<file path="src/rtl/vga_timing_pkg.sv">
// Shared pattern codes, colour-bar table and width helper for the VGA timing/pattern generator.
package vga_timing_pkg;

   localparam logic [3:0] PAT_BLACK   = 4'd0;
   localparam logic [3:0] PAT_SOLID   = 4'd1;
   localparam logic [3:0] PAT_BARS    = 4'd2;
   localparam logic [3:0] PAT_CHECKER = 4'd3;
   localparam logic [3:0] PAT_HRAMP   = 4'd4;
   localparam logic [3:0] PAT_VRAMP   = 4'd5;
   localparam logic [3:0] PAT_BORDER  = 4'd6;

   // {R,G,B} masks, index 0 = white ... index 7 = black
   localparam logic [7:0][2:0] BAR_TABLE = {
      3'b000, 3'b001, 3'b100, 3'b101, 3'b010, 3'b011, 3'b110, 3'b111
   };

   // Bits needed to hold 0..value-1, never less than one
   function automatic int unsigned clog2(input int unsigned value);
      int unsigned w;
      w = 1;
      while ((32'd1 << w) < value) w++;
      return w;
   endfunction

endpackage

</file>
<file path="src/rtl/vga_timing_counters.sv">
// Raster column/row counters with unregistered sync windows, active flag and frame-start detect.
module vga_timing_counters
   import vga_timing_pkg::*;
#(
   parameter int unsigned TOTAL_COLS    = 384,
   parameter int unsigned TOTAL_ROWS    = 288,
   parameter int unsigned ACTIVE_COLS   = 288,
   parameter int unsigned ACTIVE_ROWS   = 224,
   parameter int unsigned H_FRONT_PORCH = 16,
   parameter int unsigned H_SYNC_WIDTH  = 32,
   parameter int unsigned V_FRONT_PORCH = 8,
   parameter int unsigned V_SYNC_WIDTH  = 3,
   localparam int unsigned COL_W        = clog2(TOTAL_COLS),
   localparam int unsigned ROW_W        = clog2(TOTAL_ROWS)
) (
   input  logic             i_Clk,
   input  logic             i_Rst_n,
   output logic [COL_W-1:0] o_Col_c,
   output logic [ROW_W-1:0] o_Row_c,
   output logic             o_HSync_c,
   output logic             o_VSync_c,
   output logic             o_Active_c,
   output logic             o_Frame_Start_c,
   output logic             o_Col_Last_c
);

   localparam int unsigned HS_START = ACTIVE_COLS + H_FRONT_PORCH;
   localparam int unsigned HS_END   = HS_START + H_SYNC_WIDTH;
   localparam int unsigned VS_START = ACTIVE_ROWS + V_FRONT_PORCH;
   localparam int unsigned VS_END   = VS_START + V_SYNC_WIDTH;

   logic [COL_W-1:0] r_Col;
   logic [ROW_W-1:0] r_Row;
   logic             w_Col_Last;
   logic             w_Row_Last;

   assign w_Col_Last = (r_Col == COL_W'(TOTAL_COLS - 1));
   assign w_Row_Last = (r_Row == ROW_W'(TOTAL_ROWS - 1));

   // Row advances only on column wrap
   always_ff @(posedge i_Clk or negedge i_Rst_n) begin
      if (!i_Rst_n) begin
         r_Col <= '0;
         r_Row <= '0;
      end else if (w_Col_Last) begin
         r_Col <= '0;
         r_Row <= w_Row_Last ? '0 : r_Row + ROW_W'(1);
      end else begin
         r_Col <= r_Col + COL_W'(1);
      end
   end

   assign o_Col_c         = r_Col;
   assign o_Row_c         = r_Row;
   assign o_Col_Last_c    = w_Col_Last;
   assign o_HSync_c       = (32'(r_Col) >= HS_START) && (32'(r_Col) < HS_END);
   assign o_VSync_c       = (32'(r_Row) >= VS_START) && (32'(r_Row) < VS_END);
   assign o_Active_c      = (32'(r_Col) < ACTIVE_COLS) && (32'(r_Row) < ACTIVE_ROWS);
   assign o_Frame_Start_c = (r_Col == '0) && (r_Row == '0);

endmodule

</file>
<file path="src/rtl/vga_timing_pattern_gen.sv">
// VGA raster timing plus frame-synchronous multi-mode test pattern, all outputs registered and aligned.
module vga_timing_pattern_gen
   import vga_timing_pkg::*;
#(
   parameter int unsigned VIDEO_WIDTH      = 3,
   parameter int unsigned TOTAL_COLS       = 384,
   parameter int unsigned TOTAL_ROWS       = 288,
   parameter int unsigned ACTIVE_COLS      = 288,
   parameter int unsigned ACTIVE_ROWS      = 224,
   parameter int unsigned H_FRONT_PORCH    = 16,
   parameter int unsigned H_SYNC_WIDTH     = 32,
   parameter int unsigned V_FRONT_PORCH    = 8,
   parameter int unsigned V_SYNC_WIDTH     = 3,
   parameter bit          SYNC_ACTIVE_HIGH = 1'b0,
   parameter int unsigned CHECK_SHIFT      = 3,
   parameter int unsigned RAMP_SHIFT       = 0,
   localparam int unsigned COL_W           = clog2(TOTAL_COLS),
   localparam int unsigned ROW_W           = clog2(TOTAL_ROWS),
   localparam int unsigned RGB_W           = 3 * VIDEO_WIDTH
) (
   input  logic                   i_Clk,
   input  logic                   i_Rst_n,
   input  logic [3:0]             i_Pattern,
   input  logic [RGB_W-1:0]       i_Solid_RGB,
   output logic                   o_HSync,
   output logic                   o_VSync,
   output logic                   o_Active,
   output logic                   o_Frame_Start,
   output logic [COL_W-1:0]       o_Col,
   output logic [ROW_W-1:0]       o_Row,
   output logic [VIDEO_WIDTH-1:0] o_Red_Video,
   output logic [VIDEO_WIDTH-1:0] o_Grn_Video,
   output logic [VIDEO_WIDTH-1:0] o_Blu_Video
);

   localparam int unsigned BAR_W  = ACTIVE_COLS >> 3;
   localparam int unsigned BAR_CW = clog2(BAR_W);
   localparam logic        SYNC_ON = SYNC_ACTIVE_HIGH;

   logic [COL_W-1:0]  w_Col;
   logic [ROW_W-1:0]  w_Row;
   logic              w_HSync;
   logic              w_VSync;
   logic              w_Active;
   logic              w_Frame_Start;
   logic              w_Col_Last;

   logic [3:0]        r_Pattern;
   logic [RGB_W-1:0]  r_Solid;
   logic [BAR_CW-1:0] r_Bar_Cnt;
   logic [3:0]        r_Bar_Idx;

   logic [3:0]        w_Pattern;
   logic [RGB_W-1:0]  w_Solid;
   logic [2:0]        w_Bar_Mask;
   logic [RGB_W-1:0]  w_Rgb;

   logic              r_HSync;
   logic              r_VSync;
   logic              r_Active;
   logic              r_Frame_Start;
   logic [COL_W-1:0]  r_Col;
   logic [ROW_W-1:0]  r_Row;
   logic [RGB_W-1:0]  r_Rgb;

   vga_timing_counters #(
      .TOTAL_COLS    (TOTAL_COLS),
      .TOTAL_ROWS    (TOTAL_ROWS),
      .ACTIVE_COLS   (ACTIVE_COLS),
      .ACTIVE_ROWS   (ACTIVE_ROWS),
      .H_FRONT_PORCH (H_FRONT_PORCH),
      .H_SYNC_WIDTH  (H_SYNC_WIDTH),
      .V_FRONT_PORCH (V_FRONT_PORCH),
      .V_SYNC_WIDTH  (V_SYNC_WIDTH)
   ) u_counters (
      .i_Clk           (i_Clk),
      .i_Rst_n         (i_Rst_n),
      .o_Col_c         (w_Col),
      .o_Row_c         (w_Row),
      .o_HSync_c       (w_HSync),
      .o_VSync_c       (w_VSync),
      .o_Active_c      (w_Active),
      .o_Frame_Start_c (w_Frame_Start),
      .o_Col_Last_c    (w_Col_Last)
   );

   // Pixel (0,0) already uses the freshly sampled selection
   assign w_Pattern = w_Frame_Start ? i_Pattern   : r_Pattern;
   assign w_Solid   = w_Frame_Start ? i_Solid_RGB : r_Solid;

   always_ff @(posedge i_Clk or negedge i_Rst_n) begin
      if (!i_Rst_n) begin
         r_Pattern <= '0;
         r_Solid   <= '0;
      end else if (w_Frame_Start) begin
         r_Pattern <= i_Pattern;
         r_Solid   <= i_Solid_RGB;
      end
   end

   // Bar index tracks the column counter; saturates at 8 past the last full bar
   always_ff @(posedge i_Clk or negedge i_Rst_n) begin
      if (!i_Rst_n) begin
         r_Bar_Cnt <= '0;
         r_Bar_Idx <= '0;
      end else if (w_Col_Last) begin
         r_Bar_Cnt <= '0;
         r_Bar_Idx <= '0;
      end else if (r_Bar_Idx != 4'd8) begin
         if (r_Bar_Cnt == BAR_CW'(BAR_W - 1)) begin
            r_Bar_Cnt <= '0;
            r_Bar_Idx <= r_Bar_Idx + 4'd1;
         end else begin
            r_Bar_Cnt <= r_Bar_Cnt + BAR_CW'(1);
         end
      end
   end

   always_comb begin
      w_Rgb      = '0;
      w_Bar_Mask = BAR_TABLE[r_Bar_Idx[2:0]];
      case (w_Pattern)
         PAT_SOLID:   w_Rgb = w_Solid;
         PAT_BARS:
            if (!r_Bar_Idx[3])
               w_Rgb = {{VIDEO_WIDTH{w_Bar_Mask[2]}},
                        {VIDEO_WIDTH{w_Bar_Mask[1]}},
                        {VIDEO_WIDTH{w_Bar_Mask[0]}}};
         PAT_CHECKER:
            if (w_Col[CHECK_SHIFT] ^ w_Row[CHECK_SHIFT]) w_Rgb = '1;
         PAT_HRAMP:   w_Rgb = {3{w_Col[RAMP_SHIFT +: VIDEO_WIDTH]}};
         PAT_VRAMP:   w_Rgb = {3{w_Row[RAMP_SHIFT +: VIDEO_WIDTH]}};
         PAT_BORDER:
            if ((w_Col == '0) || (w_Col == COL_W'(ACTIVE_COLS - 1)) ||
                (w_Row == '0) || (w_Row == ROW_W'(ACTIVE_ROWS - 1)))
               w_Rgb = '1;
         default:     w_Rgb = '0;
      endcase
      if (!w_Active) w_Rgb = '0;
   end

   // Output stage: one cycle after the counter state it describes
   always_ff @(posedge i_Clk or negedge i_Rst_n) begin
      if (!i_Rst_n) begin
         r_HSync       <= ~SYNC_ON;
         r_VSync       <= ~SYNC_ON;
         r_Active      <= 1'b0;
         r_Frame_Start <= 1'b0;
         r_Col         <= '0;
         r_Row         <= '0;
         r_Rgb         <= '0;
      end else begin
         r_HSync       <= w_HSync ? SYNC_ON : ~SYNC_ON;
         r_VSync       <= w_VSync ? SYNC_ON : ~SYNC_ON;
         r_Active      <= w_Active;
         r_Frame_Start <= w_Frame_Start;
         r_Col         <= w_Col;
         r_Row         <= w_Row;
         r_Rgb         <= w_Rgb;
      end
   end

   assign o_HSync       = r_HSync;
   assign o_VSync       = r_VSync;
   assign o_Active      = r_Active;
   assign o_Frame_Start = r_Frame_Start;
   assign o_Col         = r_Col;
   assign o_Row         = r_Row;
   assign o_Red_Video   = r_Rgb[3*VIDEO_WIDTH-1 -: VIDEO_WIDTH];
   assign o_Grn_Video   = r_Rgb[2*VIDEO_WIDTH-1 -: VIDEO_WIDTH];
   assign o_Blu_Video   = r_Rgb[VIDEO_WIDTH-1   -: VIDEO_WIDTH];

endmodule
</file>
<file path="config.mk">
export PLATFORM = sky130hd
export DESIGN_NAME = vga_timing_pattern_gen
export DESIGN_NICKNAME = d
export VERILOG_FILES = /design/src/rtl/vga_timing_pkg.sv /design/src/rtl/vga_timing_counters.sv /design/src/rtl/vga_timing_pattern_gen.sv
export SDC_FILE = /design/constraint.sdc
export NUM_CORES = 1
export LEC_CHECK = 0
export CAP_MARGIN = 40
export CORE_ASPECT_RATIO = 1.2
export CORE_MARGIN = 8
export CORE_UTILIZATION = 35
export DETAILED_ROUTE_END_ITERATION = 6
export GPL_TIMING_DRIVEN = 0
export SYNTH_ARGS = -nofsm -noshare
export SYNTH_HDL_FRONTEND = slang
export SYNTH_SLANG_ARGS = --single-unit
</file>
<file path="constraint.sdc">
create_clock -name i_Clk -period 6 [get_ports i_Clk]
set_input_delay 0.9 -clock i_Clk [delete_from_list [all_inputs] [get_ports i_Clk]]
set_output_delay 0.9 -clock i_Clk [all_outputs]
set_load 0.02 [all_outputs]
</file>
## After elaboration in Yosys (flattened, before gate mapping)

Memory sizes are Yosys's and may differ from the RTL's.
Index checks and enable logic that the tools add are counted.

| word-level totals | value |
|---|---|
| register bits | 72 |
| memory bits (read-only) | 24 |
| input bits | 15 |
| output and inout port bits | 31 |
| logic and storage cells | 68 |
| memories | 1 |

Memory list:

| memory | words | width | rd ports | clocked after Yosys merged registers in | write ports | line | text |
|---|---|---|---|---|---|---|---|
| (name not given) | 8 | 3 | 1 | 0 | 0 | vga_timing_pattern_gen.sv:121 | `w_Bar_Mask = BAR_TABLE[r_Bar_Idx[2:0]];` |

| operators by class | value |
|---|---|
| $add $sub $neg | 4 |
| $lt $le $gt $ge | 7 |
| eq/ne operators | 12 |
| muxes and demuxes | 18 |
| bitwise gates (word level) | 1 |
| reduce and logical (&&, ||, !) cells | 12 |

Operators with widths:

| kind | count |
|---|---|
| $mux W9 | 7 |
| $pmux W9 S6 | 1 |
| $eq A9 B9 Y1 const B | 3 |
| $add A9 B1 Y9 const B | 2 |
| $logic_not A9 Y1 | 2 |
| $lt A9 B8 Y1 const B | 2 |
| $lt A9 B9 Y1 const B | 2 |
| $mux W6 | 3 |
| $mux W4 | 4 |
| $eq A4 B3 Y1 const B | 3 |
| $eq A9 B8 Y1 const B | 1 |
| $ge A9 B8 Y1 const B | 1 |
| $ge A9 B9 Y1 const B | 1 |
| $eq A4 B2 Y1 const B | 2 |
| $add A6 B1 Y6 const B | 1 |
| $eq A6 B6 Y1 const B | 1 |
| $add A4 B1 Y4 const B | 1 |
| $eq A4 B1 Y1 const B | 1 |
| $logic_and A1 B1 Y1 | 4 |
| $lt A3 B4 Y1 const B | 1 |
| $ne A4 B4 Y1 const B | 1 |
| $reduce_bool A2 Y1 | 2 |
| $logic_or A1 B1 Y1 | 3 |
| $mux W3 | 1 |
| 3 further kinds | 4 |

## Depth between registers and ports, before layout

Gate-level depths: netlist of the first run.

| logic depth | value |
|---|---|
| depth after elaboration | 7 |
| gate-level depth with buffers | 10 |
| depth with buffers taken out | 8 |

## Modules after synthesis

Synthesis of the first run repeated with hierarchy kept, for this count alone.

| unflattened totals | value |
|---|---|
| cell total of the unflattened synthesis | 292 |
| area, all modules | 3278.1 um^2 |

Modules (own cells, without submodules):

| module | instances | cells each | area each (um^2) | seq. area each (um^2) |
|---|---|---|---|---|
| vga_timing_pattern_gen | 1 | 193 | 2279.7 | 1353.8 |
| vga_timing_counters | 1 | 99 | 998.5 | 450.4 |

## Worst setup path after synthesis of the first run

No wires, ideal clock.

| timing | value |
|---|---|
| kind | reg-to-reg |
| start | register u_counters.r_Col[0] (netlist: u_counters.o_Col_c[0]) |
| end | register r_Rgb[5] |
| setup time | 124 ps |
| arrival | 1961 ps |
| required time | 5876 ps |
| slack | 3915 ps |
| cell stages (with the launch flop) | 10 |
| buffers on the path | 2 |
| period minus slack after synthesis | 2085 ps |
| cells stage by stage | dfrtp_1 -> inv_1 -> ha_1 -> nor4b_2 -> and4_4 -> buf_12 -> mux2_4 -> o211a_1 -> buf_6 -> o31a_1 |

| between the ends | value |
|---|---|
| elaborated cells on any way between the ends | 19 |
| classes of those cells | order compare: 1; eq/ne: 7; mux: 5; reduce/logical: 6 |

RTL lines:

| element | line | text |
|---|---|---|
| from (decl) | vga_timing_counters.sv:32 | `logic [COL_W-1:0] r_Col;` |
| from (signal assigned) | vga_timing_counters.sv:49 | `r_Col <= r_Col + COL_W'(1);` |
| $logic_not A9 Y1 * | vga_timing_counters.sv:59 | `assign o_Frame_Start_c = (r_Col == '0) && (r_Row == '0);` |
| $logic_and A1 B1 Y1 * | vga_timing_counters.sv:59 |  |
| $mux W4 * | - |  |
| net w_Pattern[0] | vga_timing_pattern_gen.sv:53 | `logic [3:0] w_Pattern;` |
| $eq A4 B3 Y1 (tied with other cells) | vga_timing_pattern_gen.sv:122 | `case (w_Pattern)` |
| $pmux W9 S6 * | vga_timing_pattern_gen.sv:122 |  |
| $mux W9 * | vga_timing_pattern_gen.sv:139 | `if (!w_Active) w_Rgb = '0;` |
| net w_Rgb[5] | vga_timing_pattern_gen.sv:56 | `logic [RGB_W-1:0] w_Rgb;` |
| to (signal assigned) | vga_timing_pattern_gen.sv:159 | `r_Rgb <= w_Rgb;` |
| to (decl) | vga_timing_pattern_gen.sv:64 | `logic [RGB_W-1:0] r_Rgb;` |

The timed path passes the listed nets; every way through them passes the cells marked *.
A chain may end at the register's enable or synchronous reset.

## Final worst setup path of the first run

| timing | value |
|---|---|
| start | register u_counters.r_Col[0] (netlist: u_counters.o_Col_c[0]) |
| end | register r_Rgb[8] |

| between the ends | value |
|---|---|
| cells in the longest elaborated chain, start to end | 7 |
| elaborated cells on any way between the ends | 19 |
| classes of those cells | order compare: 1; eq/ne: 7; mux: 5; reduce/logical: 6 |

Ends and longest elaborated chain:

| element | line | text |
|---|---|---|
| $eq A9 B9 Y1 / $logic_not A9 Y1 (equally long branches) | vga_timing_pattern_gen.sv:134, vga_timing_counters.sv:59 |  |
| $logic_or A1 B1 Y1 (2 in series) | vga_timing_pattern_gen.sv:134 | `if ((w_Col == '0) \|\| (w_Col == COL_W'(ACTIVE_COLS - 1)) \|\|` |
| $logic_or A1 B1 Y1 | vga_timing_pattern_gen.sv:135 | `(w_Row == '0) \|\| (w_Row == ROW_W'(ACTIVE_ROWS - 1)))` |
| $mux W9 | vga_timing_pattern_gen.sv:134 |  |
| $pmux W9 S6 | vga_timing_pattern_gen.sv:122 |  |
| $mux W9 * | vga_timing_pattern_gen.sv:139 |  |
| net w_Rgb[8] | vga_timing_pattern_gen.sv:56 |  |

Marks and branches as above.

==> reports/results.txt, run 1 <==
Sw frac - 21.7%
Core Rows - 39
Cells resized by post-CTS repair - 0
Share of the synthesized area in the top cell type - 52.7%
Max cap viols - 0
CP peak stage delay - 0.47 ns
Synthesized area - 3330 µm²
Slew Limit Fails - 0
Critical R2R Capture - r_Rgb[8]$_DFF_PN0_
Post-CTS setup buffers - 0
Dpl hpwl - 5.18 mm
WL final - 7.14 mm
# setup viols final - 0
Remaining DRCs - 0
Kind of start point of the critical path - register
Hold Path Depth - 0
Worst Hold Launch - u_counters.o_Row_c[8]$_DFFE_PN0N_
Status - finished, final reports clean
Synthesized area per cell - 10.8 µm²
R2R cell count - 10
TritonRoute pass-1 iters - 4
Commonest non-fill, non-tap cell in the layout - dfrtp_1
Hold Path Sink - o_Row[8]$_DFF_PN0_
CTS Buf Count - 9
Slowest cell on crit path - dfrtp_1
Chip Width - 105 µm
Worst reg-to-reg setup slack - 3.59 ns
Multi-input gate area - 1380 µm²
TritonCTS clock tree - yes
Critical Path Sink Type - register
Via count - 2,434
Diodes inserted - 0
Hold_buf cts - 0
Root buf cell - clkbuf_16
Mapped Nets - 329
Met2 wire length - 3.30 mm
Hold Vio Cnt, Final - 0
TNS Setup - 0 ns
DR WL met3 - 266 µm
Post-Layout Cell Count - 492
Flop pwr share - 48.3%
Global-route wire length before repair - 12.6 mm
Ys async rst share - 100%
Vias in the first global route - 2,489
Synth area leader - dfrtp_1
Clock Skew - 0.00649 ns
Critical path type - register to register
Clock Latency Late Sink - 0.33 ns
Period minus WS final - 2.41 ns
Die Ht - 123 µm
RSZ-0062 raised after global routing - false
Fmax achieved - 0.416 GHz
Post-synth EDFFs - 0
Internal - 0.801 mW
Top cells by area, synth - dfrtp_1 53%, mux2i_1 4.2%, nand2_1 3.6%, nand3_1 2.9%, o21ai_0 2.9%
Clock network power share - 47.0%
TritonCTS Sinks - 72
Top Metal Used - met4
Critical Path Source - u_counters.o_Col_c[0]$_DFF_PN0_
GRT Overall Usage - 12.3%
Worst EP required - 6.21 ns
Largest net degree at the start of global routing - 43
PwrDens - 242 nW/µm²
CTS H-tree depth - 3
FF+latch count, synth - 72
Final GP Congestion - 0.831
Starting Density - 35.5%
Layout cells sized above 1 - 11.4%
Port Buf Inserts - 45
CP Cell Sequence - inv_1, ha_1, nor4b_2, and4_4, buf_12, mux2i_1, nand2_1, o211a_1, buf_6, o31a_1
Core area - 9370 µm²
NetSw - 0.222 mW
1st-iter DRT viols - 84
Period utilization - 40.1%
Reg area - 1800 µm²
Gate power share - 4.6%
Critical path data arrival time - 2.62 ns
Post-synthesis cell count - 307
Synth unique cells - 52
Area delta synth->final - 26.9%
Slew margin rel. - 52.6%
Nets - 386
Initial antenna violation count - 0
Clock-pin slew on the worst setup and hold paths - 0.06 ns
Worst Hold Class - register to register
Leak - 1.85 nW
Post-route ant nets - 0
Worst-path maximum fanout - 10
Top-Level Pins - 46
Via density - 4.95
Maximum vdd drop - 0.146 mV
R2r startpoint - u_counters.o_Col_c[0]$_DFF_PN0_
Post-synthesis sequential area ratio - 54.3%
M1 WL - 3.38 mm
Most frequent cells in the layout - 70 x dfrtp_1, 44 x clkdlybuf4s50_1, 32 x nand2_1, 19 x nand3_1, 19 x o21ai_0
Slew @ Worst Pin - 0.702 ns
Maximum clock insertion buffer count - 2
Drt wl/cell - 14.5 µm
Top FF cell, synth - dfrtp_1
Die ar. - 12,900 µm²
Cells after DPL - 476
Synth Warn # - 0
Remaining Overflow, GRT - 0
# fillers - 909
kinds of logic (layout without fill, tap and decap cells):
kind of cell,Yosys count,in the layout,synth area share (%)
simple gates,122,122,20.5
flops,72,72,54.3
compound gates,49,49,9.33
buf+inv,27,89,4.40
mux,18,18,5.68
xor+xnor,12,12,3.16
fa+ha+maj,7,7,2.63
power groups by stage:
stage                     combinational [mW]  clock [mW]  sequential [mW]
final                                 0.0473       0.481            0.495
after global routing                  0.0540       0.522            0.495
after CTS                             0.0487       0.496            0.494
after detailed placement              0.0485           0            0.503
after global placement                0.0468           0            0.503
after floorplan                       0.0168           0            0.505
worst max path at each step:
stage                     depth (start not counted)                    to
after floorplan                                   9    r_Rgb[5]$_DFF_PN0_
after global placement                            1  r_Solid[1]$_DFF_PN0_
after detailed placement                          7    r_Rgb[3]$_DFF_PN0_
after CTS                                        10    r_Rgb[8]$_DFF_PN0_
after global routing                             10    r_Rgb[0]$_DFF_PN0_
final                                            10    r_Rgb[8]$_DFF_PN0_
critical path, delay by kind of cell (launching register included):
kind,cells,cell delay (ns)
flops,1,0.47
compound gates,2,0.33
fa+ha+maj,1,0.14
buf+inv,3,0.38
mux,1,0.29
simple gates,3,0.68
metal layers:
metal  vias up  GRT usage (%)
li1       1191              -
met5         -              0
met2        42           18.9
met3        13           3.47
met1      1188           15.4
met4         0           6.52
final cells by class:
type                       count  area share (%)
sequential                    72            42.7
multi-input combinational    208            32.6
timing repair buffer          46            11.1
clock buffer                  10            5.66
tap                          123            3.65
buffer                        13            2.22
inverter                      14            1.24
clock inverter                 6           0.830
flip-flops by register name (all words and copies together) (netlist names):
| signal | count |
|---|---|
| r_Solid | 9 |
| o_Row | 9 |
| u_counters.o_Row_c | 9 |
| r_Pattern | 4 |
| o_VSync | 1 |
| r_Bar_Idx | 4 |
| o_Col | 9 |
| o_HSync | 1 |
| o_Frame_Start | 1 |
| r_Rgb | 9 |
| r_Bar_Cnt | 6 |
| u_counters.o_Col_c | 9 |
| o_Active | 1 |
per-stage QoR:
stage               worst slack (ns)  cell area, µm²  utilization (%)  hold WS (ns)  total power, mW
floorplan                       3.92            3330                -         0.349            0.522
global placement                1.53            3930             41.9         0.358            0.550
detailed placement              3.32            3950             42.1         0.360            0.552
CTS                             3.58            4220             45.1         0.372             1.04
global route                    3.37            4220             45.1         0.381             1.07
finish                          3.59            4220             45.1         0.372             1.02
synthesized netlist by cell type (3+ instances only):
| cell | number |
|---|---|
| nor3_1 | 6 |
| nor2b_1 | 7 |
| mux2_2 | 3 |
| ha_1 | 7 |
| buf_6 | 3 |
| nand2b_1 | 4 |
| nor3b_1 | 4 |
| buf_2 | 4 |
| a21oi_1 | 9 |
| nand2_1 | 32 |
| xor2_1 | 5 |
| o31a_1 | 3 |
| clkbuf_1 | 4 |
| inv_1 | 14 |
| o31ai_1 | 3 |
| mux2i_1 | 14 |
| nand4_1 | 6 |
| nor2_1 | 16 |
| o21a_1 | 7 |
| nor4b_1 | 3 |
| nand3_1 | 19 |
| and3_1 | 4 |
| dfrtp_1 | 70 |
| o21ai_0 | 19 |
| xnor2_1 | 7 |
| nand3b_1 | 3 |
Power figures use the tool's default switching activity.
==> inputs of run 2 (changes only) <==
- clock period: 6 -> 2.08 ns (I/O delays scaled with it)
==> run 2 against run 1 <==
  * The run now ends with setup timing left
  * Critical path depth is 1 lower
  * Global-route usage grew 0.17 points
  * Register-to-register slack worse by 3.7 ns
  * Sequential share of layout area shrank 2.5 points
  * Routed wire length rose by 7.5%
  * Fmax increased by 7.7%
  * Core utilization rose by 3.0 points
  * Die area unchanged
  * Non-clock buffer count up 17
  * Clock-buffer cell count grew 2
  * Combinational power increased to 3.3 times the previous value
  * Final cell count is 3.5% higher
  * Critical path type unchanged
  * Critical endpoint is now r_Rgb[3]$_DFF_PN0_
  * Largest power group is now the clock network
==> reports/results.txt, run 2 (synthesis results as in run 1) <==
1st-iter DRT viols - 99 (+18%)
Nets - 403 (+4.4%)
R2R cell count - 9 (-1)
Internal - 2.42 mW (+200%)
Core Rows - 39 (unchanged)
NetSw - 0.629 mW (+180%)
Worst Hold Launch - u_counters.o_Row_c[3]$_DFFE_PN0N_
Fmax achieved - 0.448 GHz (+7.7%)
Top-Level Pins - 46 (unchanged)
Core area - 9370 µm² (unchanged)
Chip Width - 105 µm (unchanged)
Failing checks - setup timing
Cells after DPL - 476 (unchanged)
TritonRoute pass-1 iters - 4 (unchanged)
Worst Slack Setup Final - -0.153 ns (-3.75 ns)
Clock-pin slew on the worst setup and hold paths - 0.05 ns (about the same)
Worst-path maximum fanout - 5 (-5)
Clock Latency Late Sink - 0.33 ns (about the same)
CP peak stage delay - 0.40 ns (-0.07 ns)
Slowest cell on crit path - dfrtp_2
Worst Hold Class - register to register
Critical path type - register to register
# fillers - 898 (-1.2%)
Global-route wire length before repair - 12.7 mm (+1.2%)
Critical R2R Capture - r_Rgb[3]$_DFF_PN0_
GRT Overall Usage - 12.4% (+0.17 points)
Sw frac - 20.7% (-1.0 points)
R2r startpoint - u_counters.o_Row_c[1]$_DFFE_PN0N_
Slew margin rel. - 51.0% (-1.6 points)
Hold Path Sink - o_Row[3]$_DFF_PN0_
Slew @ Worst Pin - 0.725 ns (+0.0237 ns)
Via count - 2,517 (+3.4%)
Post-route ant nets - 0 (unchanged)
Hold Vio Cnt, Final - 0 (unchanged)
Die Ht - 123 µm (unchanged)
CTS H-tree depth - 3 (unchanged)
Gate power share - 5.1% (+0.5 points)
Area delta synth->final - 35.3%
WL final - 7.67 mm (+7.5%)
Maximum clock insertion buffer count - 2 (unchanged)
Vias in the first global route - 2,608 (+4.8%)
Period minus WS final - 2.23 ns (-0.173 ns)
RSZ-0062 raised after global routing - true
Remaining Overflow, GRT - 0 (unchanged)
Worst reg-to-reg setup slack - -0.15 ns (-3.75 ns)
Maximum vdd drop - 0.383 mV (+160%)
WHS - 0.370 ns (-0.00270 ns)
Commonest non-fill, non-tap cell in the layout - dfrtp_1
Drt wl/cell - 15.1 µm (+3.9%)
Period utilization - 107% (+67 points)
Clock Skew - 0.00668 ns (+0.000195 ns)
CTS Buf Count - 9 (unchanged)
Starting Density - 35.5% (unchanged)
Status - finished with violations
Most frequent cells in the layout - 65 x dfrtp_1, 44 x clkdlybuf4s50_1, 31 x nand2_1, 19 x nand3_1
TritonCTS clock tree - yes
Diodes inserted - 0 (unchanged)
# setup viols final - 9 (+9)
Dpl hpwl - 5.20 mm (+0.44%)
Hold Path Depth - 0 (unchanged)
Leak - 1.97 nW (+6.4%)
Layout cells sized above 1 - 19.4% (+8.0 points)
Max cap viols - 0 (unchanged)
Flop pwr share - 46.9% (-1.4 points)
Remaining DRCs - 0 (unchanged)
Final core utilization - 48.0% (+3.0 points)
PwrDens - 677 nW/µm² (+180%)
Largest net degree at the start of global routing - 53 (+23%)
TritonCTS Sinks - 72 (unchanged)
Die ar. - 12,900 µm² (unchanged)
Root buf cell - clkbuf_16
Via density - 4.94 (about the same)
Clock network power share - 48.1% (+1.1 points)
Port Buf Inserts - 45 (unchanged)
Slew Limit Fails - 0 (unchanged)
Post-Layout Cell Count - 509 (+3.5%)
Final GP Congestion - 0.826 (-0.64%)
Critical path data arrival time - 2.45 ns (-0.17 ns)
Critical Path Sink Type - register
Worst EP required - 2.29 ns (-3.92 ns)
Initial antenna violation count - 0 (unchanged)
Kind of start point of the critical path - register
CP Cell Sequence - inv_1, ha_1, nor4b_4, and4_4, buf_12, mux2_4, o211a_4, buf_6, o21a_1
[run 2: how the worst max path moves through the flow]
stage | from | end | cells past startpoint
3_3_place_gp | i_Rst_n | r_Solid[3]$_DFF_PN0_ | 1
5_1_grt | u_counters.o_Row_c[1]$_DFFE_PN0N_ | r_Rgb[8]$_DFF_PN0_ | 9
3_5_place_dp | u_counters.o_Row_c[0]$_DFFE_PN0N_ | r_Rgb[8]$_DFF_PN0_ | 10
6_report | u_counters.o_Row_c[1]$_DFFE_PN0N_ | r_Rgb[3]$_DFF_PN0_ | 9
2_1_floorplan | u_counters.o_Row_c[0]$_DFFE_PN0N_ | r_Rgb[5]$_DFF_PN0_ | 9
4_1_cts | u_counters.o_Col_c[0]$_DFF_PN0_ | r_Rgb[8]$_DFF_PN0_ | 10
[run 2: routing by layer]
| layer | share of wire (%) | global-route usage, % |
|---|---|---|
| met1 | 45 | 14.8 |
| met2 | 49 | 20.7 |
| met3 | 3.9 | 2.94 |
| met4 | 1.9 | 6.70 |
| met5 | 0 | 0 |
[run 2: repair_timing]
item / 4_1_cts / 5_1_grt
buffers inserted: 12 / 3
hold buffers: 1 / 0
cloned: 1 / 1
setup endpoints to repair: 23 / 15
gates resized for setup: 14 / 15
hold endpoints to repair: 19 / 0
pin swaps: 3 / 2
[run 2: through the flow]
step	TNS (ns)	area, µm²	setup WS, ns	power, mW
after floorplan	0	3330	0.00658	1.51
after global placement	-127.22	3940	-1.76	1.59
after detailed placement	-3.40	3960	-0.257	1.59
after CTS	-1.12	4410	-0.132	3.07
after global routing	-2.07	4500	-0.242	3.16
final	-1.29	4500	-0.153	3.05
[run 2: cell type report]
cell class              count  area, µm²  share of cell area (%)
flip-flops and latches     72       1810                    40.2
well taps                 123        154                    3.42
clock inverters             4       45.0                    1.00
plain buffers              12       90.1                    2.00
inverters                  14       52.6                    1.17
clock buffers              12        236                    5.25
multi-input cells         208       1470                    32.7
repair buffers             64        642                    14.3
[run 2: critical path: cells and delay by family, from the launching register on]
| kind | cells | cell delay [ns] |
|---|---|---|
| DFF | 1 | 0.40 |
| and+or+nand+nor | 2 | 0.49 |
| muxes | 1 | 0.31 |
| adders and majority gates | 1 | 0.19 |
| AOI/OAI and AO/OA | 2 | 0.36 |
| buffers and inverters | 3 | 0.36 |
[run 2: power groups by stage]
stage	combinational, mW	clock [mW]	sequential, mW
final	0.154	1.46	1.43
after global routing	0.172	1.56	1.43
after CTS	0.147	1.49	1.43
after detailed placement	0.142	0	1.45
after global placement	0.134	0	1.45
after floorplan	0.0484	0	1.46
==> inputs of run 3 (changes only) <==
- CTS_CLUSTER_DIAMETER: unset -> 60
- CTS_CLUSTER_SIZE: unset -> 25
- DONT_BUFFER_PORTS: unset -> 1
==> run 3 against run 2 <==
  * The run still ends with setup timing left
  * First-iteration DRC count decreased by 6.1%
  * Clock-buffer cell count increased by 3
  * Sequential power hardly changed
  * Critical path depth unchanged
  * Setup slack improved by 0.0036 ns
  * Die area stayed put
  * Core utilization fell by 4.2 points
  * Cell area shrank 8.6%
  * Critical path type unchanged
==> reports/results.txt, run 3 (synthesis results as in run 1) <==
Status - finished with violations
Failing checks - setup timing
Worst Hold Class - input port to register
Top-Level Pins - 46 (unchanged)
GRT Overall Usage - 12.1% (-0.34 points)
M1 WL - 3.38 mm (-2.1%)
Leak - 1.82 nW (-7.6%)
Nets - 361 (-10%)
Slowest cell on crit path - dfrtp_2
WL final - 7.56 mm (-1.5%)
Slew @ Worst Pin - 0.685 ns (-0.0403 ns)
Critical Path Sink Type - register
TritonRoute pass-1 iters - 4 (unchanged)
Root buf cell - clkbuf_16
PwrDens - 716 nW/µm² (+5.8%)
Clock-pin slew on the worst setup and hold paths - 0.05 ns (about the same)
Drt wl/cell - 16.2 µm (+7.4%)
Clock Latency Late Sink - 0.33 ns (about the same)
Met2 wire length - 3.57 mm (-5.4%)
Remaining DRCs - 0 (unchanged)
Via count - 2,324 (-7.7%)
1st-iter DRT viols - 93 (-6.1%)
Maximum clock insertion buffer count - 2 (unchanged)
Pre-CTS WS - -0.280 ns (-0.0226 ns)
DR WL met3 - 424 µm (+43%)
Worst Setup EP - r_Rgb[5]$_DFF_PN0_
Final core utilization - 43.9% (-4.2 points)
Clock Skew - 0.00871 ns (+0.00203 ns)
RSZ-0062 raised after global routing - true
Critical R2R Capture - r_Rgb[5]$_DFF_PN0_
WHS - 0.116 ns (-0.254 ns)
Commonest non-fill, non-tap cell in the layout - dfrtp_1
Finished Cell Area - 4110 µm² (-8.6%)
Worst EP required - 2.29 ns (about the same)
CP Cell Sequence - inv_2, ha_4, nor4b_4, and4_4, buf_12, mux2_4, o211a_4, buf_6, o31a_1
Area delta synth->final - 23.6%
Critical Path Source - u_counters.o_Col_c[0]$_DFF_PN0_
Initial antenna violation count - 0 (unchanged)
Cells after DPL - 430 (-9.7%)
R2R cell count - 9 (unchanged)
Slew margin rel. - 53.7% (+2.7 points)
Period utilization - 107% (-0.17 points)
Hold Vio Cnt, Final - 0 (unchanged)
CTS H-tree depth - 3 (unchanged)
Die ar. - 12,900 µm² (unchanged)
Post-route ant nets - 0 (unchanged)
Starting Density - 35.5% (unchanged)
Max cap viols - 0 (unchanged)
Core Rows - 39 (unchanged)
Post-Layout Cell Count - 467 (-8.3%)
Worst Slack Setup Final - -0.149 ns (+0.00364 ns)
Chip Width - 105 µm (unchanged)
TritonCTS clock tree - yes
Critical path data arrival time - 2.44 ns (about the same)
Largest net degree at the start of global routing - 73 (+38%)
Placed Area - 3490 µm² (-12%)
Kind of start point of the critical path - register
Core area - 9370 µm² (unchanged)
R2r startpoint - u_counters.o_Col_c[0]$_DFF_PN0_
Slew Limit Fails - 0 (unchanged)
Layout cells sized above 1 - 23.8% (+4.4 points)
Vias in the first global route - 2,369 (-9.2%)
Fmax achieved - 0.449 GHz (+0.16%)
Dpl hpwl - 5.00 mm (-4.0%)
Worst reg-to-reg setup slack - -0.15 ns (about the same)
Diodes inserted - 0 (unchanged)
Port Buf Inserts - 0 (-100%)
TritonCTS Sinks - 72 (unchanged)
Via density - 4.98 (+0.64%)
Global-route wire length before repair - 12.2 mm (-4.1%)
Final GP Congestion - 0.818 (-0.93%)
Top Metal Used - met4
Remaining Overflow, GRT - 0 (unchanged)
CP peak stage delay - 0.41 ns (about the same)
Most frequent cells in the layout - 65 x dfrtp_1, 31 x nand2_1, 19 x nand3_1, 19 x o21ai_0, 18 x buf_4
# setup viols final - 9 (unchanged)
Maximum vdd drop - 0.339 mV (-11%)
Worst-path maximum fanout - 5 (unchanged)
Critical path type - register to register
CTS Buf Count - 9 (unchanged)
Die Ht - 123 µm (unchanged)
Period minus WS final - 2.23 ns (-0.00364 ns)
run 3: repair_timing:
item	4_1_cts	5_1_grt
pin swaps	2	7
hold endpoints to repair	72	0
hold buffers	2	0
setup buffers	14	5
endpoints found under the setup margin	23	23
gates resized for setup	19	17
cloned	1	1
run 3: cell type report:
class,count,area [µm²]
Multi-Input combinational cell,208,1520
Fill cell,914,5260
Clock inverter,1,5.00
Buffer,12,90.1
Tap cell,123,154
Inverter,14,52.6
Clock buffer,15,268
Sequential cell,72,1810
Timing Repair Buffer,22,211
run 3: routing by layer:
metal	vias to the layer above	global-route usage [%]
li1	1143	-
met1	1134	14.3
met2	35	18.7
met3	12	4.46
met4	0	7.15
met5	-	0
run 3: report_power, final:
| group | internal (mW) | switching [mW] | total, mW |
|---|---|---|---|
| Clock | 0.871 | 0.531 | 1.40 |
| Sequential | 1.42 | 0.0157 | 1.44 |
| Combinational | 0.0429 | 0.0619 | 0.105 |
| Total | 2.33 | 0.608 | 2.94 |
run 3: worst max-delay path: cells and delay by family, from the launching register on:
kind | cells | cell delay, ns
and+or+nand+nor | 2 | 0.55
buffers and inverters | 3 | 0.36
muxes | 1 | 0.31
DFF | 1 | 0.41
AOI/OAI and AO/OA | 2 | 0.37
adders and majority gates | 1 | 0.12
run 3: worst min-delay path by stage:
stage	from	end	slack [ns]	cells past startpoint
after floorplan	i_Rst_n	o_Active$_DFF_PN0_	0.02	0
after global placement	i_Rst_n	o_Col[8]$_DFF_PN0_	0.02	0
after detailed placement	i_Rst_n	o_Col[8]$_DFF_PN0_	0.02	0
after CTS	i_Solid_RGB[8]	r_Solid[8]$_DFF_PN0_	0.11	2
after global routing	i_Solid_RGB[5]	r_Solid[5]$_DFF_PN0_	0.12	2
final	i_Solid_RGB[8]	r_Solid[8]$_DFF_PN0_	0.12	2
run 3: stage by stage:
stage | power [mW] | setup TNS (ns)
after floorplan | 1.51 | 0
after global placement | 1.52 | -2.77
after detailed placement | 1.52 | -3.64
after CTS | 2.97 | -1.21
after global routing | 3.05 | -2.12
final | 2.94 | -1.20
